$ cat src/rtl/memo_port_if.sv
// Command/response and RAM-side bus of memo_port, grouped as one interface.
// slave = the sequencer itself, master = surrounding logic plus the memo RAM.
interface memo_port_if;
  logic       cmd_valid;
  logic       cmd_ready;
  logic [1:0] cmd_op;
  logic [5:0] cmd_addr;
  logic [7:0] cmd_data;
  logic       rsp_valid;
  logic [7:0] rsp_data;
  logic [5:0] mem_address;
  logic [7:0] mem_data;
  logic       mem_wren;
  logic [7:0] mem_q;

  modport slave (
    input  cmd_valid, cmd_op, cmd_addr, cmd_data, mem_q,
    output cmd_ready, rsp_valid, rsp_data, mem_address, mem_data, mem_wren
  );

  modport master (
    output cmd_valid, cmd_op, cmd_addr, cmd_data, mem_q,
    input  cmd_ready, rsp_valid, rsp_data, mem_address, mem_data, mem_wren
  );
endinterface

$ cat src/rtl/memo_port.sv
// Command sequencer in front of the 64x8 synchronous-read memo RAM.
// Optional feature: MEMO_PORT_SUM_EN enables the sum command (op 11).
module memo_port (
  input  logic         clock,
  input  logic         reset,
  memo_port_if.slave   bus
);

`ifdef MEMO_PORT_SUM_EN
  typedef enum logic [2:0] {
    IDLE, WRITE, RD_WAIT, RD_CAP, FILL, SUM_RUN, SUM_DRAIN
  } state_t;
`else
  typedef enum logic [2:0] {
    IDLE, WRITE, RD_WAIT, RD_CAP, FILL, NOP_RSP
  } state_t;
`endif

  state_t     state_q, state_d;
  logic [5:0] addr_q, addr_d;
  logic [7:0] data_q, data_d;
  logic       wren_q, wren_d;
  logic       rsp_valid_q, rsp_valid_d;
  logic [7:0] rsp_data_q, rsp_data_d;
`ifdef MEMO_PORT_SUM_EN
  logic [7:0] acc_q, acc_d;
`endif

  assign bus.cmd_ready   = (state_q == IDLE);
  assign bus.rsp_valid   = rsp_valid_q;
  assign bus.rsp_data    = rsp_data_q;
  assign bus.mem_address = addr_q;
  assign bus.mem_data    = data_q;
  assign bus.mem_wren    = wren_q;

  always_ff @(posedge clock) begin
    if (reset) begin
      state_q     <= IDLE;
      addr_q      <= 6'd0;
      data_q      <= 8'd0;
      wren_q      <= 1'b0;
      rsp_valid_q <= 1'b0;
      rsp_data_q  <= 8'd0;
`ifdef MEMO_PORT_SUM_EN
      acc_q       <= 8'd0;
`endif
    end else begin
      state_q     <= state_d;
      addr_q      <= addr_d;
      data_q      <= data_d;
      wren_q      <= wren_d;
      rsp_valid_q <= rsp_valid_d;
      rsp_data_q  <= rsp_data_d;
`ifdef MEMO_PORT_SUM_EN
      acc_q       <= acc_d;
`endif
    end
  end

  // Command inputs are looked at only in IDLE, so anything presented while busy is dropped.
  always_comb begin
    state_d     = state_q;
    addr_d      = addr_q;
    data_d      = data_q;
    wren_d      = wren_q;
    rsp_valid_d = 1'b0;
    rsp_data_d  = rsp_data_q;
`ifdef MEMO_PORT_SUM_EN
    acc_d       = acc_q;
`endif
    case (state_q)
      IDLE: begin
        if (bus.cmd_valid) begin
          case (bus.cmd_op)
            2'b00: begin
              addr_d  = bus.cmd_addr;
              data_d  = bus.cmd_data;
              wren_d  = 1'b1;
              state_d = WRITE;
            end
            2'b01: begin
              addr_d  = bus.cmd_addr;
              wren_d  = 1'b0;
              state_d = RD_WAIT;
            end
            2'b10: begin
              addr_d  = 6'd0;
              data_d  = bus.cmd_data;
              wren_d  = 1'b1;
              state_d = FILL;
            end
            default: begin
`ifdef MEMO_PORT_SUM_EN
              addr_d  = 6'd0;
              wren_d  = 1'b0;
              acc_d   = 8'd0;
              state_d = SUM_RUN;
`else
              state_d = NOP_RSP;
`endif
            end
          endcase
        end
      end
      WRITE: begin
        wren_d      = 1'b0;
        rsp_valid_d = 1'b1;
        state_d     = IDLE;
      end
      RD_WAIT: state_d = RD_CAP;
      RD_CAP: begin
        rsp_data_d  = bus.mem_q;
        rsp_valid_d = 1'b1;
        state_d     = IDLE;
      end
      // The last word (63) is written on the same edge that wraps the address back to 0.
      FILL: begin
        if (addr_q == 6'd63) begin
          addr_d      = 6'd0;
          wren_d      = 1'b0;
          rsp_valid_d = 1'b1;
          state_d     = IDLE;
        end else begin
          addr_d = addr_q + 6'd1;
        end
      end
`ifdef MEMO_PORT_SUM_EN
      // mem_q trails the address by one edge, so word N is added while the address shows N+1.
      SUM_RUN: begin
        if (addr_q != 6'd0) acc_d = acc_q + bus.mem_q;
        if (addr_q == 6'd63) begin
          addr_d  = 6'd0;
          state_d = SUM_DRAIN;
        end else begin
          addr_d = addr_q + 6'd1;
        end
      end
      SUM_DRAIN: begin
        rsp_data_d  = acc_q + bus.mem_q;
        rsp_valid_d = 1'b1;
        state_d     = IDLE;
      end
`else
      NOP_RSP: begin
        rsp_data_d  = 8'd0;
        rsp_valid_d = 1'b1;
        state_d     = IDLE;
      end
`endif
      default: state_d = IDLE;
    endcase
  end

endmodule

$ cat src/flat_wrapper.sv
// flat-port wrapper written by rule: the top's interface ports become plain ports
module memo_port_flat 
  (clock, reset, bus_cmd_valid, bus_cmd_op, bus_cmd_addr, bus_cmd_data, bus_mem_q, bus_cmd_ready, bus_rsp_valid, bus_rsp_data, bus_mem_address, bus_mem_data, bus_mem_wren);
  memo_port_if bus_i ();
  input  logic clock;
  input  logic reset;
  input wire logic [$bits(bus_i.cmd_valid)-1:0] bus_cmd_valid;
  input wire logic [$bits(bus_i.cmd_op)-1:0] bus_cmd_op;
  input wire logic [$bits(bus_i.cmd_addr)-1:0] bus_cmd_addr;
  input wire logic [$bits(bus_i.cmd_data)-1:0] bus_cmd_data;
  input wire logic [$bits(bus_i.mem_q)-1:0] bus_mem_q;
  output wire logic [$bits(bus_i.cmd_ready)-1:0] bus_cmd_ready;
  output wire logic [$bits(bus_i.rsp_valid)-1:0] bus_rsp_valid;
  output wire logic [$bits(bus_i.rsp_data)-1:0] bus_rsp_data;
  output wire logic [$bits(bus_i.mem_address)-1:0] bus_mem_address;
  output wire logic [$bits(bus_i.mem_data)-1:0] bus_mem_data;
  output wire logic [$bits(bus_i.mem_wren)-1:0] bus_mem_wren;
  assign bus_i.cmd_valid = bus_cmd_valid;
  assign bus_i.cmd_op = bus_cmd_op;
  assign bus_i.cmd_addr = bus_cmd_addr;
  assign bus_i.cmd_data = bus_cmd_data;
  assign bus_i.mem_q = bus_mem_q;
  assign bus_cmd_ready = bus_i.cmd_ready;
  assign bus_rsp_valid = bus_i.rsp_valid;
  assign bus_rsp_data = bus_i.rsp_data;
  assign bus_mem_address = bus_i.mem_address;
  assign bus_mem_data = bus_i.mem_data;
  assign bus_mem_wren = bus_i.mem_wren;
  memo_port u_core (.clock(clock), .reset(reset), .bus(bus_i));
endmodule
$ cat config.mk
export PLATFORM = sky130hd
export DESIGN_NAME = memo_port_flat
export DESIGN_NICKNAME = d
export VERILOG_FILES = /design/src/rtl/memo_port_if.sv /design/src/rtl/memo_port.sv /design/src/flat_wrapper.sv
export SDC_FILE = /design/constraint.sdc
export NUM_CORES = 1
export LEC_CHECK = 0
export CORE_MARGIN = 1.5
export CORE_UTILIZATION = 35
export CTS_CLUSTER_SIZE = 8
export DETAILED_ROUTE_END_ITERATION = 10
export PLACE_DENSITY = 0.69
export SLEW_MARGIN = 0
export SYNTH_ARGS = -nofsm -noshare
export SYNTH_HDL_FRONTEND = slang
export SYNTH_SLANG_ARGS = --single-unit
$ cat constraint.sdc
create_clock -name clock -period 1.27 [get_ports clock]
set_input_delay 0.1905 -clock clock [delete_from_list [all_inputs] [get_ports clock]]
set_output_delay 0.1905 -clock clock [all_outputs]
set_load 0.01 [all_outputs]
==> results.rst, run 1 <==
.. list-table::
   :header-rows: 1

   * - Metric
     - Value
   * - Status
     - finished, violations left
   * - Violated checks
     - negative setup slack
   * - Via count
     - 1467
   * - DRT antenna net count
     - 0
   * - Final global-route overflow total
     - 0
   * - Drt pass-1 iters
     - 4
   * - Critical path data required time
     - 1440 ps
   * - Post-detailed-routing wire length
     - 4.197 mm
   * - Reg2reg path depth
     - 7
   * - EDFF count, synth
     - 0
   * - Root cell of the clock tree
     - clkbuf_8
   * - Most used DFF post-synth
     - dfxtp_1
   * - Measured slew at the worst slew-check pin
     - 343.8 ps
   * - Per-cell via count in the routed design
     - 5.239
   * - Global-route wire length before repair
     - 6.354 mm
   * - Final HPWL from detailed placement
     - 2.882 mm
   * - Most repeated cell in the gate-level netlist after synthesis
     - dfxtp_1
   * - Setup violations, final
     - 16
   * - Total die area
     - 0.004288 mm^2
   * - Pin count of the biggest net entering global routing
     - 17
   * - Rel. slew slack
     - 76.99%
   * - Area delta synth->final
     - 73.08%
   * - Finished Layout Cells
     - 280
   * - Arrival @ worst endpoint
     - 1530 ps
   * - Number of cells produced by synthesis
     - 153
   * - Post-DP Area
     - 0.002062 mm^2
   * - Critical path start-end classification
     - reg -> reg
   * - Buffer depth of the longest clock path
     - 2
   * - Highest net fanout along the worst path
     - 4
   * - CTS buffer count
     - 3
   * - Unrepaired setup endpoints after global routing
     - yes
   * - Pleak
     - 1.008 nW
   * - Sink Count
     - 27
   * - Max Freq
     - 731.8 MHz
   * - Min-Delay Path Class
     - reg -> reg
   * - Net count of the finished layout
     - 265
   * - Instance count along the most critical hold path
     - 1
   * - CTS hold repair buffers
     - 0
   * - Syn_nets
     - 185
   * - Final design area excluding fillers
     - 0.002365 mm^2
   * - Residual DRC
     - 0
   * - Worst stage delay on the critical path
     - 380 ps
   * - Peak supply drop
     - 0.5120 mV
   * - Kind of start point of the critical path
     - flop
   * - Final antenna diode count
     - 0
   * - Hold Violations, Final
     - 0
   * - Share of layout cells above drive strength 1
     - 34.91%
   * - Initial cell density of the core
     - 36.77%
   * - Synth Register Bits
     - 27
   * - Initial antenna violation count
     - 0
   * - Initial detailed-routing violation count
     - 110
   * - Count of yosys warnings during synthesis
     - 0
   * - Worst setup margin
     - -96.55 ps
   * - Register-to-register setup slack
     - -100 ps
   * - Worst flop-to-flop path endpoint
     - u_core.bus.mem_address[5]$_SDFFE_PP0P_
   * - Worst hold path endpoint
     - u_core.state_q[2]$_SDFFE_PP0P_
   * - Library cells used by synthesis
     - 40
   * - Number of max-slew violations in the final report
     - 0
   * - Fraction of the cycle the final worst path needs
     - 107.6%
   * - Clock network latency to the later pin of the worst-skew pair
     - 280 ps
   * - Die boundary height
     - 65.48 um
   * - Worst setup skew after layout
     - 2.805 ps
   * - I/O pin total
     - 52
   * - Total routing usage reported by global routing
     - 18.75%
   * - TritonCTS clock tree
     - done
   * - Core footprint
     - 0.003716 mm^2
   * - Number of port buffers
     - 51
   * - Via count of the first global-routing pass
     - 1377
   * - Critical path, cell by cell
     - buf_6 > nor3b_4 > buf_6 > buf_6 > nand2_2 > o2111ai_1 > o31ai_1
   * - Post-Synthesis Mean Instance Area
     - 8.930 um^2
   * - Hold Startpoint
     - u_core.state_q[0]$_SDFFE_PP0P_
   * - Level count of the clock H-tree
     - 1
   * - Synth area leader
     - dfxtp_1
   * - Post-placement cell count
     - 265
   * - Post-synthesis instance area
     - 0.001366 mm^2
   * - Element type at the critical path end
     - flop
   * - Standard cell with the maximum stage delay on the critical path
     - dfxtp_4
   * - Share of synthesized area occupied by flip-flops and latches
     - 39.56%
   * - Row cnt
     - 22
   * - Clock slew seen by the registers of the worst setup and hold paths
     - 90 ps
   * - Area share of the largest cell type after synthesis
     - 39.56%
   * - Max_cap viols
     - 0
   * - Die X-Extent
     - 65.48 um
   * - Most frequent cell on the critical path
     - buf_6
   * - Async set-or-reset flop fraction in the synthesized netlist
     - 0%
   * - Launch instance of the worst register-to-register path
     - u_core.state_q[0]$_SDFFE_PP0P_
   * - Routed length per instance
     - 14.99 um
   * - Clock period minus worst slack
     - 1367 ps
   * - Area contributors post-synth
     - dfxtp_1, nor2_1, mux2i_1
   * - Routability Congestion
     - 0.8377
   * - Top post-synthesis cells by count
     - dfxtp_1, nor2_1
   * - Power per unit of standard cell area
     - 892.2 mW/mm^2
==> registers in the layout, indices dropped and copies added (netlist names) <==
| register | count |
|---|---|
| u_core.bus.rsp_valid | 1 |
| u_core.bus.mem_data | 8 |
| u_core.bus.rsp_data | 8 |
| u_core.bus.mem_address | 6 |
| u_core.bus.mem_wren | 1 |
| u_core.state_q | 3 |
==> worst max-delay path, delay by kind of cell, from the launching register on <==
| family | cells | cell delay, ps |
|---|---|---|
| buf+inv | 3 | 370 |
| flops | 1 | 380 |
| simple gates | 2 | 220 |
| compound gates | 2 | 280 |
==> where the power goes <==
part	internal, mW	switching [mW]	total (mW)
registers	0.895	0.0384	0.934
logic	0.369	0.305	0.673
clock network	0.223	0.280	0.503
total	1.49	0.623	2.11
==> per-layer routing <==
metal | part of all wire [%] | track usage [%] | vias up | wire [um]
li1 | - | - | 717 | -
met1 | 40 | 22.17 | 704 | 1690
met2 | 53 | 34.57 | 44 | 2232
met3 | 5.9 | 4.623 | 2 | 248
met4 | 0.60 | 3.125 | 0 | 25
met5 | 0 | 0 | - | 0
==> cell usage in the layout, fill, tap and decap left out, types with 5 or more instances in the layout <==
cell type,instances
a22oi_2,7
buf_6,8
nor2_1,20
a21oi_1,5
dlygate4sd2_1,23
clkdlybuf4s50_1,23
dfxtp_1,21
inv_1,5
buf_4,28
a22o_1,8
mux2i_1,8
==> per-stage QoR <==
stage / power [mW] / hold slack (ps) / setup TNS [ps] / setup WS, ps / util, %
after floorplan: 1.212 / 337.7 / -486.0 / -55.76 / -
after global placement: 1.481 / 475.6 / -9916 / -571.2 / 55.49
after detailed placement: 1.501 / 490.2 / -11540 / -649.0 / 55.49
after CTS: 2.014 / 507.0 / -567.2 / -177.1 / 58.59
after global routing: 2.226 / 499.9 / -2167 / -157.3 / 63.64
final: 2.110 / 489.9 / -816.6 / -96.55 / 63.64
==> timing repair <==
action,4_1_cts,5_1_grt
setup endpoints to repair,49,24
cloned,1,0
gates resized for setup,51,39
pin swaps,10,21
buffers inserted,1,10
==> area by class of cell <==
class / count / area, um^2
clock buffers: 3 / 41.29
clock inverters: 1 / 7.507
fillers: 317 / 1351
inverters: 8 / 32.53
multi-input cells: 106 / 903.4
flip-flops and latches: 27 / 553.0
well taps: 48 / 60.06
repair buffers: 87 / 767.0
==> cells by family (layout without fill, tap and decap cells) <==
group,Yosys count,in the layout,synth area share (%)
simple gates,47,47,17.49
compound gates,45,46,24.36
flops,27,27,39.56
buf+inv,21,99,8.150
mux,8,8,5.861
fa+ha+maj,5,5,4.579
==> how the worst max path moves through the flow <==
stage,to,start,cells past startpoint,slack (ps)
floorplan,u_core.bus.mem_data[0]$_SDFFE_PP0P_,u_core.state_q[1]$_SDFFE_PP0P_,6,-60
global placement,u_core.bus.mem_address[4]$_SDFFE_PP0P_,bus_cmd_op[1],7,-570
detailed placement,u_core.bus.mem_address[4]$_SDFFE_PP0P_,bus_cmd_op[0],7,-650
CTS,bus_cmd_ready,u_core.state_q[0]$_SDFFE_PP0P_,2,-180
global route,u_core.bus.mem_data[4]$_SDFFE_PP0P_,u_core.state_q[0]$_SDFFE_PP0P_,5,-160
finish,u_core.bus.mem_address[5]$_SDFFE_PP0P_,u_core.state_q[0]$_SDFFE_PP0P_,7,-100
Power figures use the tool's default switching activity.
==> run 2, diff against run 1 <==
--- a/config.mk
+++ b/config.mk
@@ -9,6 +9,7 @@
 export CORE_UTILIZATION = 35
 export CTS_CLUSTER_SIZE = 8
 export DETAILED_ROUTE_END_ITERATION = 10
+export GPL_TIMING_DRIVEN = 0
 export PLACE_DENSITY = 0.69
 export SLEW_MARGIN = 0
 export SYNTH_ARGS = -nofsm -noshare
==> constraint.sdc (replaced) <==
create_clock -name clock -period 1.27 [get_ports clock]
set_input_delay 0.127 -clock clock [delete_from_list [all_inputs] [get_ports clock]]
set_output_delay 0.127 -clock clock [all_outputs]
set_load 0.01 [all_outputs]
==> results.rst, run 2 (synthesized netlist as in run 1, its figures left out) <==
.. list-table::
   :header-rows: 1

   * - Metric
     - Value
   * - Fraction of the cycle the final worst path needs
     - 103.8% (was 107.6%)
   * - Share of layout cells above drive strength 1
     - 25.34% (was 34.91%)
   * - CTS buffer count
     - 3 (unchanged)
   * - Worst setup skew after layout
     - 8.084 ps (was 2.805 ps)
   * - Via count
     - 1444 (was 1467)
   * - Via count of the first global-routing pass
     - 1397 (was 1377)
   * - Total die area
     - 0.004288 mm^2 (unchanged)
   * - Power per unit of standard cell area
     - 912.1 mW/mm^2 (was 892.2 mW/mm^2)
   * - Per-cell via count in the routed design
     - 5.368 (was 5.239)
   * - Area delta synth->final
     - 58.33% (was 73.08%)
   * - CTS hold repair buffers
     - 0 (unchanged)
   * - Number of port buffers
     - 50 (was 51)
   * - Final antenna diode count
     - 0 (unchanged)
   * - Critical path, cell by cell
     - nor3_4 > o211a_1 > buf_6 > mux2i_1 > nor2_1 (was buf_6 > nor3b_4 > buf_6 > buf_6 > nand2_2 > o2111ai_1 > o31ai_1)
   * - Root cell of the clock tree
     - clkbuf_8 (unchanged)
   * - Row cnt
     - 22 (unchanged)
   * - Violated checks
     - negative setup slack (unchanged)
   * - Finished Layout Cells
     - 269 (was 280)
   * - Clock period minus worst slack
     - 1319 ps (was 1367 ps)
   * - Total routing usage reported by global routing
     - 18.44% (was 18.75%)
   * - I/O pin total
     - 52 (unchanged)
   * - Critical path data required time
     - 1420 ps (was 1440 ps)
   * - Hold Startpoint
     - reset (was u_core.state_q[0]$_SDFFE_PP0P_)
   * - Die X-Extent
     - 65.48 um (unchanged)
   * - Max Freq
     - 758.3 MHz (was 731.8 MHz)
   * - Clock slew seen by the registers of the worst setup and hold paths
     - 80 ps (was 90 ps)
   * - Sink Count
     - 27 (unchanged)
   * - Worst hold path endpoint
     - u_core.state_q[0]$_SDFFE_PP0P_ (was u_core.state_q[2]$_SDFFE_PP0P_)
   * - Initial antenna violation count
     - 0 (unchanged)
   * - Rel. slew slack
     - 65.16% (was 76.99%)
   * - Register-to-register setup slack
     - -50 ps (was -100 ps)
   * - Highest net fanout along the worst path
     - 5 (was 4)
   * - Buffer depth of the longest clock path
     - 2 (unchanged)
   * - Unrepaired setup endpoints after global routing
     - yes (unchanged)
   * - Commonest non-fill, non-tap cells in the layout
     - dlygate4sd2_1, clkdlybuf4s50_1, nor2_1 (was buf_4, clkdlybuf4s50_1, dlygate4sd2_1)
   * - Final Core Density
     - 58.22% (was 63.64%)
   * - DRT antenna net count
     - 0 (unchanged)
   * - Setup violations, final
     - 8 (was 16)
   * - Pleak
     - 0.9579 nW (was 1.008 nW)
   * - Hold Violations, Final
     - 0 (unchanged)
   * - Peak supply drop
     - 0.5874 mV (was 0.5120 mV)
   * - Element type at the critical path end
     - flop (unchanged)
   * - Routed length per instance
     - 14.16 um (was 14.99 um)
   * - Worst stage delay on the critical path
     - 370 ps (was 380 ps)
   * - Standard cell with the maximum stage delay on the critical path
     - dfxtp_4 (unchanged)
   * - Min-Delay Path Class
     - in -> reg (was reg -> reg)
   * - Kind of start point of the critical path
     - flop (unchanged)
   * - Critical path start-end classification
     - reg -> reg (unchanged)
   * - Global-route wire length before repair
     - 6.099 mm (was 6.354 mm)
   * - Arrival @ worst endpoint
     - 1470 ps (was 1530 ps)
   * - Commonest non-fill, non-tap cell in the layout
     - dlygate4sd2_1 (was buf_4)
   * - TritonCTS clock tree
     - done (unchanged)
   * - Routability Congestion
     - 0.8174 (was 0.8377)
   * - Pin count of the biggest net entering global routing
     - 15 (was 17)
   * - Core footprint
     - 0.003716 mm^2 (unchanged)
   * - Max_cap viols
     - 0 (unchanged)
   * - Drt pass-1 iters
     - 4 (unchanged)
   * - Post-placement cell count
     - 251 (was 265)
   * - Level count of the clock H-tree
     - 1 (unchanged)
   * - Worst setup margin
     - -48.76 ps (was -96.55 ps)
   * - Die boundary height
     - 65.48 um (unchanged)
   * - Initial detailed-routing violation count
     - 66 (was 110)
   * - Final HPWL from detailed placement
     - 2.614 mm (was 2.882 mm)
   * - Initial cell density of the core
     - 36.77% (unchanged)
   * - Worst flop-to-flop path endpoint
     - u_core.bus.mem_data[1]$_SDFFE_PP0P_ (was u_core.bus.mem_address[5]$_SDFFE_PP0P_)
   * - Residual DRC
     - 0 (unchanged)
   * - Launch instance of the worst register-to-register path
     - u_core.state_q[2]$_SDFFE_PP0P_ (was u_core.state_q[0]$_SDFFE_PP0P_)
   * - Post-detailed-routing wire length
     - 3.809 mm (was 4.197 mm)
   * - Net count of the finished layout
     - 254 (was 265)
   * - Instance count along the most critical hold path
     - 2 (was 1)
   * - Final global-route overflow total
     - 0 (unchanged)
   * - Clock network latency to the later pin of the worst-skew pair
     - 270 ps (was 280 ps)
   * - Measured slew at the worst slew-check pin
     - 522.6 ps (was 343.8 ps)
   * - Reg2reg path depth
     - 5 (was 7)
   * - Status
     - finished, violations left (unchanged)
   * - Number of max-slew violations in the final report
     - 0 (unchanged)
## run 2: metal layers
metal | wire length (um) | vias up | part of all wire, % | GRT usage (%)
met5 | 0 | - | 0 | 0
met4 | 66 | 0 | 1.7 | 7.552
met3 | 282 | 10 | 7.4 | 4.623
met2 | 1983 | 67 | 52 | 34.57
met1 | 1477 | 673 | 39 | 19.44
li1 | - | 694 | - | -
## run 2: timing repair
action / CTS / global route
pin swaps: 4 / 6
cloned: 1 / 0
setup buffers: 11 / 6
setup endpoints to repair: 48 / 21
hold endpoints to repair: 0 / 0
resized for setup: 59 / 18
## run 2: worst max path at each step
stage	slack, ps	startpoint	depth (start not counted)	to
after floorplan	-60	u_core.state_q[1]$_SDFFE_PP0P_	6	u_core.bus.mem_data[0]$_SDFFE_PP0P_
after global placement	-600	bus_cmd_op[0]	7	u_core.bus.mem_address[4]$_SDFFE_PP0P_
after detailed placement	-640	bus_cmd_op[0]	6	u_core.bus.mem_address[0]$_SDFFE_PP0P_
after CTS	-70	u_core.state_q[0]$_SDFFE_PP0P_	5	u_core.bus.mem_data[1]$_SDFFE_PP0P_
after global routing	-150	u_core.state_q[2]$_SDFFE_PP0P_	5	u_core.bus.mem_data[1]$_SDFFE_PP0P_
final	-50	u_core.state_q[2]$_SDFFE_PP0P_	5	u_core.bus.mem_data[1]$_SDFFE_PP0P_
## run 2: area by class of cell
class,count,area (um^2)
repair buffers,68,600.6
multi-input cells,105,792.0
fillers,360,1553
clock buffers,4,45.04
plain buffers,9,66.31
flip-flops and latches,27,566.8
well taps,48,60.06
inverters,8,32.53
## run 2: power breakdown
group / total (mW) / internal [mW] / switching [mW] / leakage, nW
Combinational: 0.546 / 0.294 / 0.253 / 0.710
Sequential: 0.940 / 0.896 / 0.0448 / 0.225
Clock: 0.486 / 0.225 / 0.262 / 0.0228
## run 2: per-stage QoR
stage	worst slack, ps	hold slack [ps]	setup TNS [ps]	instance area (um^2)	power [mW]
final	-48.76	304.4	-234.6	2163	1.973
after global routing	-153.4	343.9	-1095	2163	2.080
after CTS	-69.01	281.4	-421.3	2108	1.959
after detailed placement	-641.4	485.8	-8606	1934	1.438
after global placement	-601.6	471.5	-7654	1934	1.422
after floorplan	-55.76	274.2	-486.0	1374	1.208
## run 2: worst max-delay path, delay by kind of cell, from the launching register on
kind | cells | cell delay (ps)
buffers and inverters | 1 | 140
multiplexers | 1 | 200
flip-flops | 1 | 370
AO/OA/AOI/OAI | 1 | 220
AND/OR/NAND/NOR | 2 | 270
==> run 3, diff against run 2 <==
--- a/config.mk
+++ b/config.mk
@@ -11,7 +11,6 @@
 export DETAILED_ROUTE_END_ITERATION = 10
 export GPL_TIMING_DRIVEN = 0
 export PLACE_DENSITY = 0.69
-export SLEW_MARGIN = 0
 export SYNTH_ARGS = -nofsm -noshare
 export SYNTH_HDL_FRONTEND = slang
 export SYNTH_SLANG_ARGS = --single-unit
==> results of run 3 <==
Final layout, timing and power as in run 2 (identical DEF).
==> RTL change 1 (settings of run 2) <==
Add a define of `MEMO_PORT_SUM_EN`.
--- a/src/rtl/memo_port.sv
+++ b/src/rtl/memo_port.sv
@@ -2,2 +2,4 @@
 // Optional feature: MEMO_PORT_SUM_EN enables the sum command (op 11).
+`define MEMO_PORT_SUM_EN
+
 module memo_port (
Formal check against the unedited RTL: not equivalent (Yosys sat finds a counterexample within 4 cycles, from zero or initial values and one cycle with reset high).
==> RTL change 1 against run 2 <==
The flow still finishes with violations (negative setup slack). Hold slack got worse by 0.052 ns. Cell area increased by 51%. Setup slack got worse by 0.47 ns. First-iteration DRC count increased to 2.6 times the old value. Sequential cell count up 8. Total power rose by 63%. Area after synthesis up 54%. Non-clock buffer count grew 6. Wire length grew 54%. Die area rose by 51%. Critical path type unchanged.
==> RTL change 1: results (changes against run 2) <==
[cells_and_area]
layout-drive-gt1-share_pct=30.1  ; was 25.3%
nets=360  ; was 254
diodes=0  ; unchanged

[logic_synthesis]
synth_sequential_area_ratio_pct=33.4  ; was 39.6%
yosys-top-cells-count=37 x sky130_fd_sc_hd__nor2_1, 35 x sky130_fd_sc_hd__dfxtp_1, 16 x sky130_fd_sc_hd__a21oi_1, 14 x sky130_fd_sc_hd__ha_1, 14 x sky130_fd_sc_hd__nand2_1  ; was 27 x sky130_fd_sc_hd__dfxtp_1, 22 x sky130_fd_sc_hd__nor2_1
post_syn_area_per_cell_um2=8.71  ; was 8.93 um2
yosysUniqueCellTypes=49  ; was 40
synth-edff-count=0  ; unchanged
ys_top_cells_by_area=sky130_fd_sc_hd__dfxtp_1 33%, sky130_fd_sc_hd__ha_1 8.3%, sky130_fd_sc_hd__nor2_1 6.6%  ; was sky130_fd_sc_hd__dfxtp_1 40%, sky130_fd_sc_hd__nor2_1 6.0%, sky130_fd_sc_hd__mux2i_1 5.9%
synthesis.nets=283  ; was 185
synth_async_sr_flop_share_pct=0  ; unchanged

[global_routing]
track_usage_pct=18.4  ; about the same
global_route_wire_length_before_repair_um=9270  ; was 6100 um
first_global_vias=1930  ; was 1397
grt_start_max_net_pins=13  ; was 15

[outcome]
outcome=finished with violations  ; unchanged
violations_in_the_final_reports=negative setup slack  ; unchanged

[min_path]
worst_hold_path_type=primary input to flop  ; unchanged

[placed_design]
io_buffer_count=50  ; unchanged
place.detailed.instances=366  ; was 251
gp_congestion=0.856  ; was 0.817
pre_cts_ws_ns=-0.841  ; was -0.641 ns
half_perimeter_wire_length_after_detailed_placement_um=3820  ; was 2610 um
placement.cell_area_um2=2740  ; was 1930 um2

[timing]
setup_viol=28  ; was 8
whs_ns=0.252  ; was 0.304 ns
worst_slew_margin_rel_pct=62.6  ; was 65.2%
setup_tns_ns=-5.13  ; was -0.235 ns
post-route-worst-setup-slack_ns=-0.520  ; was -0.0488 ns
worst_clock_skew_ns=0.00618  ; was 0.00808 ns

[worst_setup_path]
cp_data_arrival_time_ns=1.95  ; was 1.47 ns
worst_path_max_delay_cell=sky130_fd_sc_hd__dfxtp_2  ; was sky130_fd_sc_hd__dfxtp_4
critical_path.max_stage_delay_ns=0.34  ; was 0.37 ns
maximum_fanout_encountered_on_the_critical_timing_path=2  ; was 5
crit_family=compound AO/OA/AOI/OAI gates  ; was flip-flops

[detailed_routing]
via_count=2072  ; was 1444
wl_um=5870  ; was 3810 um
drt-wirelength-per-cell_um=14.9  ; was 14.2 um
drt_iter0_markers=169  ; was 66

[clock_tree]
worst_skew_pair.late_latency_ns=0.30  ; was 0.27 ns
cts_made_buffers=5  ; was 3
cts-htree-levels=2  ; was 1

[pwr]
static-leakage-power_nw=1.40  ; was 0.958 nW
ir_drop_mv=0.537  ; was 0.587 mV

## RTL change 1: changes by cell type after synthesis, moves of 8 or more
cell,change
sky130_fd_sc_hd__a21oi_1,+10
sky130_fd_sc_hd__a22o_1,-8
sky130_fd_sc_hd__dfxtp_1,+8
sky130_fd_sc_hd__ha_1,+9
sky130_fd_sc_hd__nand2_1,+9
sky130_fd_sc_hd__nor2_1,+15
## RTL change 1: where the power goes
group	leakage, nW	total (mW)	switching (mW)	internal (mW)
registers	0.291	1.22	0.0636	1.15
clock network	0.0687	1.22	0.434	0.784
logic	1.04	0.776	0.377	0.398
## RTL change 1: layout make-up
type                       instances  area [um2]
buffer                            13         109
clock buffer                       5        68.8
clock inverter                     3        66.3
fill                             513        2570
inverter                          10        40.0
multi-input combinational        183        1530
sequential                        35         729
tap                               75        93.8
timing repair buffer              70         641
## RTL change 1: worst paths after layout
check	startpoint	end	cells after the start
max	u_core.acc_q[0]	u_core.acc_q[6]	7
min	reset	u_core.state_q[2]	2
max reg2reg	u_core.acc_q[0]	u_core.acc_q[6]	7
min reg2reg	u_core.acc_q[5]	u_core.acc_q[5]	2
## RTL change 1: logic make-up after synthesis
family / share of synthesized area, %
buffers and inverters: 6.14
DFF: 33.4
xor gates and xnor gates: 3.28
muxes: 3.82
and+or+nand+nor: 20.2
adders and majority gates: 9.30
AOI/OAI and AO/OA: 23.9
## RTL change 1: what timing repair did
item                       4_1_cts  5_1_grt
setup endpoints to repair       58       33
buffers inserted                12        8
gates cloned                     1        1
pin swaps                       27       23
resized for setup               75       30
## RTL change 1: metal layers
| metal | track usage (%) | share of wire [%] |
|---|---|---|
| met5 | 0 | 0 |
| met2 | 29.8 | 48 |
| met1 | 24.4 | 45 |
| met4 | 5.34 | 2.0 |
| met3 | 4.20 | 5.1 |
==> RTL change 2 (flow settings as in run 2) <==
Made on the original files. Encoding of `state_t`: now one-hot (6 bits for 6 states).
--- a/src/rtl/memo_port.sv
+++ b/src/rtl/memo_port.sv
@@ -13,4 +13,4 @@
 `else
-  typedef enum logic [2:0] {
-    IDLE, WRITE, RD_WAIT, RD_CAP, FILL, NOP_RSP
+  typedef enum logic [5:0] {
+    IDLE = 6'b000001, WRITE = 6'b000010, RD_WAIT = 6'b000100, RD_CAP = 6'b001000, FILL = 6'b010000, NOP_RSP = 6'b100000
   } state_t;
Check against the original RTL: same outputs for any inputs over 10 cycles, from zero or initial values and one cycle with reset high; not proved beyond that.
==> RTL change 2 against run 2 <==
The flow still finishes with violations (negative setup slack). Largest cell class unchanged. Critical path depth unchanged. Sequential cell count rose by 3. Total power rose by 15%. Cell area up 2.7%. Synthesized cell count up 5.9%. Wire length down 3.9%. Sequential share of layout area is 1.6 points higher. First-iteration DRC count down 20%. Area after synthesis increased by 2.0%. Combinational power fell by 3.8%. Non-clock buffer count shrank 13. Critical endpoint is now bus_cmd_ready. Setup slack got worse by 0.62 ns.
==> RTL change 2: results (changes against run 2) <==
[pwr]
total_power_mw=2.27  ; was 1.97 mW
sequentialPowerShare_pct=45.9  ; was 47.7%
ir_drop_mv=0.719  ; was 0.587 mV

[placed_design]
gp_congestion=0.879  ; was 0.817
placement.cell_area_um2=1990  ; was 1930 um2
place.detailed.instances=260  ; was 251

[worst_setup_path]
worstReg2RegEnd=u_core.state_q[2]  ; was u_core.bus.mem_data[1]
critical_path.endpoint=bus_cmd_ready  ; was u_core.bus.mem_data[1]
regToRegSetupSlack_ns=-0.60  ; was -0.05 ns
worst_path_max_delay_cell=sky130_fd_sc_hd__or4b_4  ; was sky130_fd_sc_hd__dfxtp_4
worst-r2r-cell-count=6  ; was 5
crit_family=simple AND/OR/NAND/NOR gates  ; was flip-flops

[logic_synthesis]
ys_top_cells_by_area=sky130_fd_sc_hd__dfxtp_1 43%, sky130_fd_sc_hd__nor2_1 8.6%, sky130_fd_sc_hd__mux2i_1 6.5%  ; was sky130_fd_sc_hd__dfxtp_1 40%, sky130_fd_sc_hd__nor2_1 6.0%, sky130_fd_sc_hd__mux2i_1 5.9%
synth_sequential_area_ratio_pct=43.1  ; was 39.6%
yosys-top-cells-count=32 x sky130_fd_sc_hd__nor2_1, 30 x sky130_fd_sc_hd__dfxtp_1, 11 x sky130_fd_sc_hd__nand2_1, 9 x sky130_fd_sc_hd__mux2i_1  ; was 27 x sky130_fd_sc_hd__dfxtp_1, 22 x sky130_fd_sc_hd__nor2_1
synthesis.nets=190  ; was 185

[detailed_routing]
drt_iter0_markers=53  ; was 66
route.met3.wl_um=181  ; was 282 um

[timing]
post-route-worst-setup-slack_ns=-0.665  ; was -0.0488 ns
setup_tns_ns=-10.75  ; was -0.235 ns
worst_clock_skew_ns=0.00543  ; was 0.00808 ns
setup_viol=30  ; was 8

[clock_tree]
cts.reportedPaths.clkPinSlew_ns=0.06  ; was 0.08 ns
cts-htree-levels=2  ; was 1
cts_made_buffers=5  ; was 3

[global_routing]
first_global_vias=1304  ; was 1397
global_route_wire_length_before_repair_um=5820  ; was 6100 um
grt_start_max_net_pins=11  ; was 15
track_usage_pct=17.7  ; was 18.4%

[cells_and_area]
layout-drive-gt1-share_pct=25.4  ; was 25.3%
finalCoreUtilization_pct=59.3  ; was 58.2%
layoutNonFillerInstCount=272  ; was 269
fill_cells=332  ; was 360

[min_path]
hold-path-endpoint=u_core.bus.mem_address[1]  ; was u_core.state_q[0]

[outcome]
violations_in_the_final_reports=negative setup slack  ; unchanged
outcome=finished with violations  ; unchanged

-- RTL change 2: changes by cell type after synthesis, sizes merged, moves of 4 or more --
cell	delta
a22o	-8
inv	-6
nor3	+4
nand3	+4
nand2	+6
nor2	+11
ha	-4
-- RTL change 2: final cells by class --
cell class	instances	share of cell area [%]
well taps	48	2.70
inverters	2	0.451
multi-input cells	121	38.8
clock buffers	5	3.10
repair buffers	59	25.2
clock inverters	2	0.451
plain buffers	5	1.52
flip-flops and latches	30	27.8
-- RTL change 2: logic make-up (layout without fill, tap and decap cells) --
family | Yosys count | after routing | synth area share [%]
xor+xnor | 3 | 3 | 1.89
fa+ha+maj | 1 | 1 | 0.898
buf+inv | 11 | 73 | 5.21
flops | 30 | 30 | 43.1
compound gates | 33 | 33 | 16.2
simple gates | 75 | 75 | 26.3
mux | 9 | 9 | 6.46
-- RTL change 2: what timing repair did --
action | in CTS | in global routing
pin swaps | 18 | 7
gates resized for setup | 51 | 15
setup buffers | 7 | 2
setup endpoints to repair | 49 | 36
